**config.mk**
```make
export PLATFORM = sky130hd
export DESIGN_NAME = laser_pulse_monitor
export DESIGN_NICKNAME = d
export VERILOG_FILES = /design/src/rtl/laser_pkg.sv /design/src/rtl/laser_evt_counter.sv /design/src/rtl/laser_pulse_monitor.sv
export SDC_FILE = /design/constraint.sdc
export NUM_CORES = 1
export LEC_CHECK = 0
export ABC_AREA = 1
export BUFFER_PORTS_ARGS = -buffer_cell sky130_fd_sc_hd__buf_2
export CAP_MARGIN = 20
export CORE_MARGIN = 5
export CORE_UTILIZATION = 49
export CTS_CLUSTER_SIZE = 10
export DETAILED_ROUTE_END_ITERATION = 8
export GPL_ROUTABILITY_DRIVEN = 0
export PLACE_DENSITY = 0.71
export REMOVE_ABC_BUFFERS = 1
export SYNTH_ARGS = -nofsm -noshare
export SYNTH_HDL_FRONTEND = slang
export SYNTH_SLANG_ARGS = --single-unit
export TNS_END_PERCENT = 100
```
**constraint.sdc**
```tcl
create_clock -name clk -period 2.1 [get_ports clk]
set_clock_uncertainty 0.2 [all_clocks]
set_input_delay 0.105 -clock clk [delete_from_list [all_inputs] [get_ports clk]]
set_output_delay 0.105 -clock clk [all_outputs]
set_load 0.03 [all_outputs]
```
**src/rtl/laser_pkg.sv**
```systemverilog
// Shared encodings and defaults for the laser pulse monitor and laser timer FSMs.
package laser_pkg;

    localparam logic [1:0] ST_IDLE  = 2'b00;
    localparam logic [1:0] ST_HIGH  = 2'b01;
    localparam logic [1:0] ST_STUCK = 2'b10;

    localparam int unsigned DEF_PULSE_CYCLES = 3;
    localparam int unsigned DEF_MAX_LEN      = 15;
    localparam int unsigned LEN_W            = 4;

    function automatic logic [LEN_W-1:0] to_len(input int unsigned n);
        return LEN_W'(n);
    endfunction

endpackage

```
**src/rtl/laser_evt_counter.sv**
```systemverilog
// Wrapping event counter with increment enable.
module laser_evt_counter #(
    parameter int unsigned CNT_W = 8
) (
    input  logic             clk,
    input  logic             rst,
    input  logic             inc,
    output logic [CNT_W-1:0] count
);

    always_ff @(posedge clk or posedge rst) begin
        if (rst) begin
            count <= '0;
        end else if (inc) begin
            count <= count + CNT_W'(1);
        end
    end

endmodule

```
**src/rtl/laser_pulse_monitor.sv**
```systemverilog
// Measures laser enable pulse widths, flags stuck-high levels and counts
// good and bad pulses.
module laser_pulse_monitor
    import laser_pkg::*;
#(
    parameter int unsigned PULSE_CYCLES = DEF_PULSE_CYCLES,
    parameter int unsigned MAX_LEN      = DEF_MAX_LEN,
    parameter int unsigned CNT_W        = 8
) (
    input  logic             clk,
    input  logic             rst,
    input  logic             x,
    output logic             done,
    output logic [3:0]       pulse_len,
    output logic             ok,
    output logic             stuck,
    output logic [CNT_W-1:0] good_cnt,
    output logic [CNT_W-1:0] bad_cnt
);

    localparam logic [LEN_W-1:0] LEN_LAST = to_len(MAX_LEN - 1);
    localparam logic [LEN_W-1:0] LEN_OK   = to_len(PULSE_CYCLES);

    logic [1:0]       state;
    logic [LEN_W-1:0] len;
    logic             pulse_end;
    logic             pulse_ok;
    logic             goes_stuck;
    logic             inc_good;
    logic             inc_bad;

    // Counter enables mirror the state-update decisions so they land on the same edge.
    always_comb begin
        pulse_end  = (state == ST_HIGH) && !x;
        pulse_ok   = (len == LEN_OK);
        goes_stuck = (state == ST_HIGH) && x && (len == LEN_LAST);
        inc_good   = pulse_end && pulse_ok;
        inc_bad    = (pulse_end && !pulse_ok) || goes_stuck;
    end

    always_ff @(posedge clk or posedge rst) begin
        if (rst) begin
            state     <= ST_IDLE;
            len       <= '0;
            done      <= 1'b0;
            pulse_len <= '0;
            ok        <= 1'b0;
            stuck     <= 1'b0;
        end else begin
            done <= 1'b0;
            case (state)
                ST_IDLE: begin
                    if (x) begin
                        state <= ST_HIGH;
                        len   <= to_len(1);
                    end
                end
                ST_HIGH: begin
                    if (!x) begin
                        state     <= ST_IDLE;
                        done      <= 1'b1;
                        pulse_len <= len;
                        ok        <= pulse_ok;
                    end else if (len == LEN_LAST) begin
                        state <= ST_STUCK;
                        stuck <= 1'b1;
                    end else begin
                        len <= len + to_len(1);
                    end
                end
                ST_STUCK: begin
                    if (!x) begin
                        state <= ST_IDLE;
                        stuck <= 1'b0;
                    end
                end
                default: begin
                    state <= ST_IDLE;
                end
            endcase
        end
    end

    laser_evt_counter #(.CNT_W(CNT_W)) u_good_cnt (
        .clk   (clk),
        .rst   (rst),
        .inc   (inc_good),
        .count (good_cnt)
    );

    laser_evt_counter #(.CNT_W(CNT_W)) u_bad_cnt (
        .clk   (clk),
        .rst   (rst),
        .inc   (inc_bad),
        .count (bad_cnt)
    );

endmodule

```
==> impl_results.md, run 1 <==
- Antenna viol nets, final: 0
- Min Hold Slack: 0.172 ns
- First-pass GRT wire length: 5190 um
- Core Util, Final: 58.2%
- Worst-path clk slew: 0.08 ns
- Post-CTS Setup Inserts: 0
- Area added between synthesis and finish: 15.8%
- Status: completed
- Number of global-route vias before repair: 1180
- Final Cycle Share: 74.8%
- Largest net degree at the start of global routing: 30
- Antenna cells: 0
- Fillers: 289
- Num ports: 26
- Total of max-cap violations: 0
- Sink Count: 29
- Yosys top cell area share: 47.7%
- Cell count after synthesis: 191
- Initial Util: 50.2%
- Syn Std Cell Area: 1520 um2
- Worst-margin pin slew: 0.361 ns
- Vias: 1255
- DR pass1 iterations: 4
- Placed cells: 259
- Area leader, netlist: dfrtp_1
- Inserted Clock Buffers: 5
- CORE AREA: 3030 um2
- Post-synthesis register bit count: 29
- Initial DRC count: 95
- Unrepaired setup endpoints after global routing: false
- Startpoint Class: flop
- Most area-consuming cells after synthesis: dfrtp_1, nand2_1, nand3_1
- Clock Latency Late Sink: 0.33 ns
- Port bufs: 25
- Leakage Power: 0.000969 uW
- Layout cells sized above 1: 20.1%
- Count of final hold-check violations: 0
- CTS tree: built
- DRC: 0
- Row Count: 20
- Minimum clock period: 1.57 ns
- # H-tree levels: 2
- Gr usage total: 15.8%
- Die H: 65.7 um
- Max-slew headroom: 75.9%
- Total wire length: 2810 um
- Congestion Overflow GR: 0
- Post-route setup TNS: 0 ns
- Root Buffer: clkbuf_4
- Placed wire-length estimate: 2070 um
- Max Fclk: 0.637 GHz
- Initial antenna violation count: 0
- Final cell count without fillers: 268
- Peak supply drop: 0.599 mV
- Worst EP arrival: 1.59 ns
- CP endpoint kind: flop
- Wirelength per Cell: 10.5 um
- Clock buffer depth: 2
- Setup-failing EPs final: 0
- Worst min-delay path class: in2async
- Crit-path max FO: 11
- Syn Area/Cell: 7.97 um2
- Ys Warns: 0
- Die Span X: 65.7 um
- Die area: 4320 um2
- Total chip power: 1870 uW
- Fin nets: 231
- WP data required: 2.12 ns
- Register area share after synthesis: 47.7%
- Critical path class: reg2reg
- Vias/cell: 4.68
- Final Max Tran Viols: 0
- Pwr/cell area: 1060 nW/um2
- Library cells used by synthesis: 20
[power breakdown]
part           internal [uW]  switching [uW]  leakage (uW)  total (uW)
Clock                    158             181     0.0000314         338
Sequential               690             143      0.000385         833
Combinational            225             471      0.000552         696
Total                   1070             795      0.000969        1870
[per-stage QoR]
stage / worst slack, ns / area (um2)
floorplan: 0.567 / 1500
global placement: 0.563 / 1690
detailed placement: 0.534 / 1690
CTS: 0.522 / 1760
global route: 0.378 / 1760
finish: 0.529 / 1760
[what timing repair did]
item                                   CTS  global route
hold buffers                             2             0
endpoints found under the hold margin   33             0
resized for setup                        0             0
[critical path, stage by stage (launching register included)]
cell and delay, ns:
dfrtp_1 0.38, inv_1 0.09, ha_1 0.20, nand3_1 0.09, inv_1 0.06, nand2_2 0.20, nand2_4 0.12, nand2_1 0.08
nand2_1 0.04
[path summary, 6_finish.rpt]
path / startpoint / endpoint / slack, ns / cells past startpoint
setup reg to reg: len[0]$_DFFE_PP0P_ / u_bad_cnt.count[6]$_DFFE_PP0P_ / 0.53 / 8
setup / recovery: len[0]$_DFFE_PP0P_ / u_bad_cnt.count[6]$_DFFE_PP0P_ / 0.53 / 8
max in group asynchronous: rst / pulse_len[3]$_DFFE_PP0P_ / 1.25 / 4
hold / removal: rst / u_good_cnt.count[2]$_DFFE_PP0P_ / 0.17 / 4
hold reg to reg: pulse_len[1]$_DFFE_PP0P_ / pulse_len[1]$_DFFE_PP0P_ / 0.28 / 2
min in group clk: pulse_len[1]$_DFFE_PP0P_ / pulse_len[1]$_DFFE_PP0P_ / 0.28 / 2
[synth_stat cells]
library cell  count
nor2_1            9
nand2_1          77
buf_6             2
inv_1            17
nand3_4           1
inv_2             3
nor2_2            1
ha_1              4
o21ai_1           1
nand3_1          21
a21oi_1           1
dfrtp_1          29
o21ai_0          10
xnor2_1           3
nor2_4            1
nand2_4           3
nand2_2           2
xor2_1            4
inv_6             1
o21ai_2           1
[area by class of cell]
cell class / instances / area, um2 / share of cell area, %
clock buffer: 7 / 55.1 / 3.12
multi-input combinational: 139 / 689 / 39.1
timing repair buffer: 28 / 153 / 8.66
sequential: 29 / 726 / 41.2
tap: 44 / 55.1 / 3.12
inverter: 21 / 83.8 / 4.76
[layout by cell type, fill, tap and decap left out, drive strengths merged]
| master | count |
|---|---|
| nor2 | 11 |
| clkbuf | 7 |
| xor2 | 4 |
| dfrtp | 29 |
| buf | 26 |
| nand2 | 82 |
| xnor2 | 3 |
| inv | 21 |
| a21oi | 1 |
| ha | 4 |
| nand3 | 22 |
| o21ai | 12 |
| dlygate4sd3 | 2 |
[per-layer routing]
metal	vias up	global-route usage, %	wire length (um)
met5	-	0	0
met4	0	7.77	64
met3	9	5.13	119
met2	16	24.4	1280
met1	570	19.6	1350
li1	660	-	-
[kinds of logic (layout without fill, tap and decap cells)]
family          Yosys count  count (layout)  share of synthesized area, %
compound gates           13              13                          4.52
xor+xnor                  7               7                          4.03
fa+ha+maj                 4               4                          3.29
buf+inv                  23              56                          6.99
flops                    29              29                          47.7
simple gates            115             115                          33.5
[flip-flops by register name (all words and copies together) (netlist names)]
name / count
state: 2
u_good_cnt.count: 8
done: 1
stuck: 1
ok: 1
len: 4
u_bad_cnt.count: 8
pulse_len: 4
(Power assumes the default switching activity.)
==> run 2, diff against run 1 <==
==> constraint.sdc (replaced) <==
create_clock -name clk -period 1.5 [get_ports clk]
set_clock_uncertainty 0.2 [all_clocks]
set_input_delay 0.075 -clock clk [delete_from_list [all_inputs] [get_ports clk]]
set_output_delay 0.075 -clock clk [all_outputs]
set_load 0.03 [all_outputs]
==> run 2 against run 1 <==
  * Register-to-register slack worse by 0.51 ns
  * Utilization up 5.1 points
  * Critical endpoint is now u_good_cnt.count[3]$_DFFE_PP0P_
  * Cell count up 4.5%
  * Clock-buffer cell count down 2
  * Sequential power up 39%
  * Global-route usage up 0.14 points
  * Sequential share of layout area down 3.3 points
  * Worst setup slack worse by 0.51 ns
  * Non-clock buffer count up 9
  * Combinational power up 80%
  * Critical path type unchanged
  * Critical path depth down 1
==> impl_results.md, run 2 (synthesized netlist as in run 1, its figures left out) <==
- CP endpoint kind: flop
- Min Hold Slack: 0.126 ns
- Minimum clock period: 1.48 ns
- # H-tree levels: 2
- Worst-margin pin slew: 0.358 ns
- Final Cycle Share: 98.5%
- Row Count: 20
- Initial antenna violation count: 0
- Total of max-cap violations: 0
- Placed wire-length estimate: 2160 um
- Die area: 4320 um2
- Met2 usage: 26.8%
- Vias/cell: 4.69
- Worst-path clk slew: 0.10 ns
- Leakage Power: 0.00103 uW
- Area added between synthesis and finish: 26.0%
- Fin nets: 242
- Worst EP arrival: 1.52 ns
- Inserted Clock Buffers: 5
- Pwr/cell area: 1490 nW/um2
- Die H: 65.7 um
- Max Fclk: 0.677 GHz
- Core Util, Final: 63.3%
- First-pass GRT wire length: 5190 um
- Vias: 1313
- Wirelength per Cell: 11.3 um
- Top Usage Layer GRT: met2
- Commonest non-fill, non-tap cells in the layout: nand2_1, dfrtp_1, buf_2
- Num ports: 26
- Critical Path Max Stage Delay: 0.42 ns
- Antenna cells: 0
- DR pass1 iterations: 4
- Critical path class: reg2reg
- CP Cell Sequence: ha_2 -> nand2_2 -> nor2_4 -> buf_6 -> nand2_8 -> nand2_1 -> nand2_1
- Unrepaired setup endpoints after global routing: true
- Reg2reg setup slack: 0.02 ns
- Layout cells sized above 1: 29.2%
- Sink Count: 29
- Combined area of the multi-input logic cells: 771 um2
- M1 GR Usage: 18.0%
- Clock buffer depth: 2
- DRC: 0
- Count of final hold-check violations: 0
- Largest regs: u_bad_cnt.count: 8 flops, u_good_cnt.count: 8 flops
- Max-slew headroom: 76.1%
- Final Max Tran Viols: 0
- Slowest cell on the critical path: dfrtp_1
- Commonest non-fill, non-tap cell in the layout: nand2_1
- Status: completed
- Setup-failing EPs final: 0
- CORE AREA: 3030 um2
- Crit-path leading delay family: flip-flops
- Storage element area: 726 um2
- Crit-path max FO: 6
- Root Buffer: clkbuf_4
- Worst min-delay path class: in2async
- Met3 GRT Util: 6.15%
- Largest net degree at the start of global routing: 30
- Clock Latency Late Sink: 0.34 ns
- CTS tree: built
- Number of global-route vias before repair: 1199
- WP data required: 1.54 ns
- Die Span X: 65.7 um
- Gr usage total: 15.9%
- CP most frequent cell: nand2_1
- Critical path buffers and inverters: 1
- Total wire length: 3170 um
- Startpoint Class: flop
- Initial Util: 50.2%
- Initial DRC count: 61
- Congestion Overflow GR: 0
- Port bufs: 25
- Fillers: 273
- Peak supply drop: 0.712 mV
- Antenna viol nets, final: 0
==> run 2: worst min-delay path: cells and delay by family <==
family	cells	cell delay, ns
buf+inv	4	1.00
==> run 2: path summary, 6_finish.rpt <==
path / from / end / cells past startpoint
max: len[1]$_DFFE_PP0P_ / u_good_cnt.count[3]$_DFFE_PP0P_ / 7
min: rst / u_good_cnt.count[2]$_DFFE_PP0P_ / 4
max reg2reg: len[1]$_DFFE_PP0P_ / u_good_cnt.count[3]$_DFFE_PP0P_ / 7
min reg2reg: pulse_len[1]$_DFFE_PP0P_ / pulse_len[1]$_DFFE_PP0P_ / 2
max in group asynchronous: rst / u_bad_cnt.count[0]$_DFFE_PP0P_ / 4
min in group clk: pulse_len[1]$_DFFE_PP0P_ / pulse_len[1]$_DFFE_PP0P_ / 2
==> run 2: through the flow <==
stage                     cells  worst slack, ns  total power (uW)  instance area, um2  TNS (ns)
after floorplan             189          -0.0330              1890                1500   -0.0330
after global placement      262          -0.0229              2210                1710   -0.0988
after global routing        280          -0.0767              3050                1920    -0.515
final                       280           0.0225              2860                1920         0
after detailed placement    262          -0.0472              2240                1710    -0.313
after CTS                   273           0.0249              2730                1800         0
==> run 2: cell type report <==
cell class	count	area share (%)
well taps	44	2.87
clock inverters	3	0.914
multi-input cells	141	40.2
flip-flops and latches	29	37.9
clock buffers	5	1.96
repair buffers	37	11.7
inverters	21	4.50
==> run 2: repair_timing <==
item | in CTS | in global routing
buffers inserted | 1 | 5
endpoints found under the hold margin | 40 | 0
gates cloned | 0 | 2
pin swaps | 0 | 9
endpoints found under the setup margin | 13 | 19
hold buffers | 2 | 0
gates resized for setup | 2 | 18
==> run 2: layer usage <==
layer  wire length [um]  part of all wire, %
met5                  0                    0
met4                 57                  1.8
met3                137                  4.3
met2               1570                   49
met1               1410                   44
==> run 2: where the power goes <==
group | internal [uW] | total, uW | switching (uW)
sequential | 965 | 1160 | 195
combinational | 471 | 1250 | 776
clock | 176 | 453 | 276
total | 1610 | 2860 | 1250
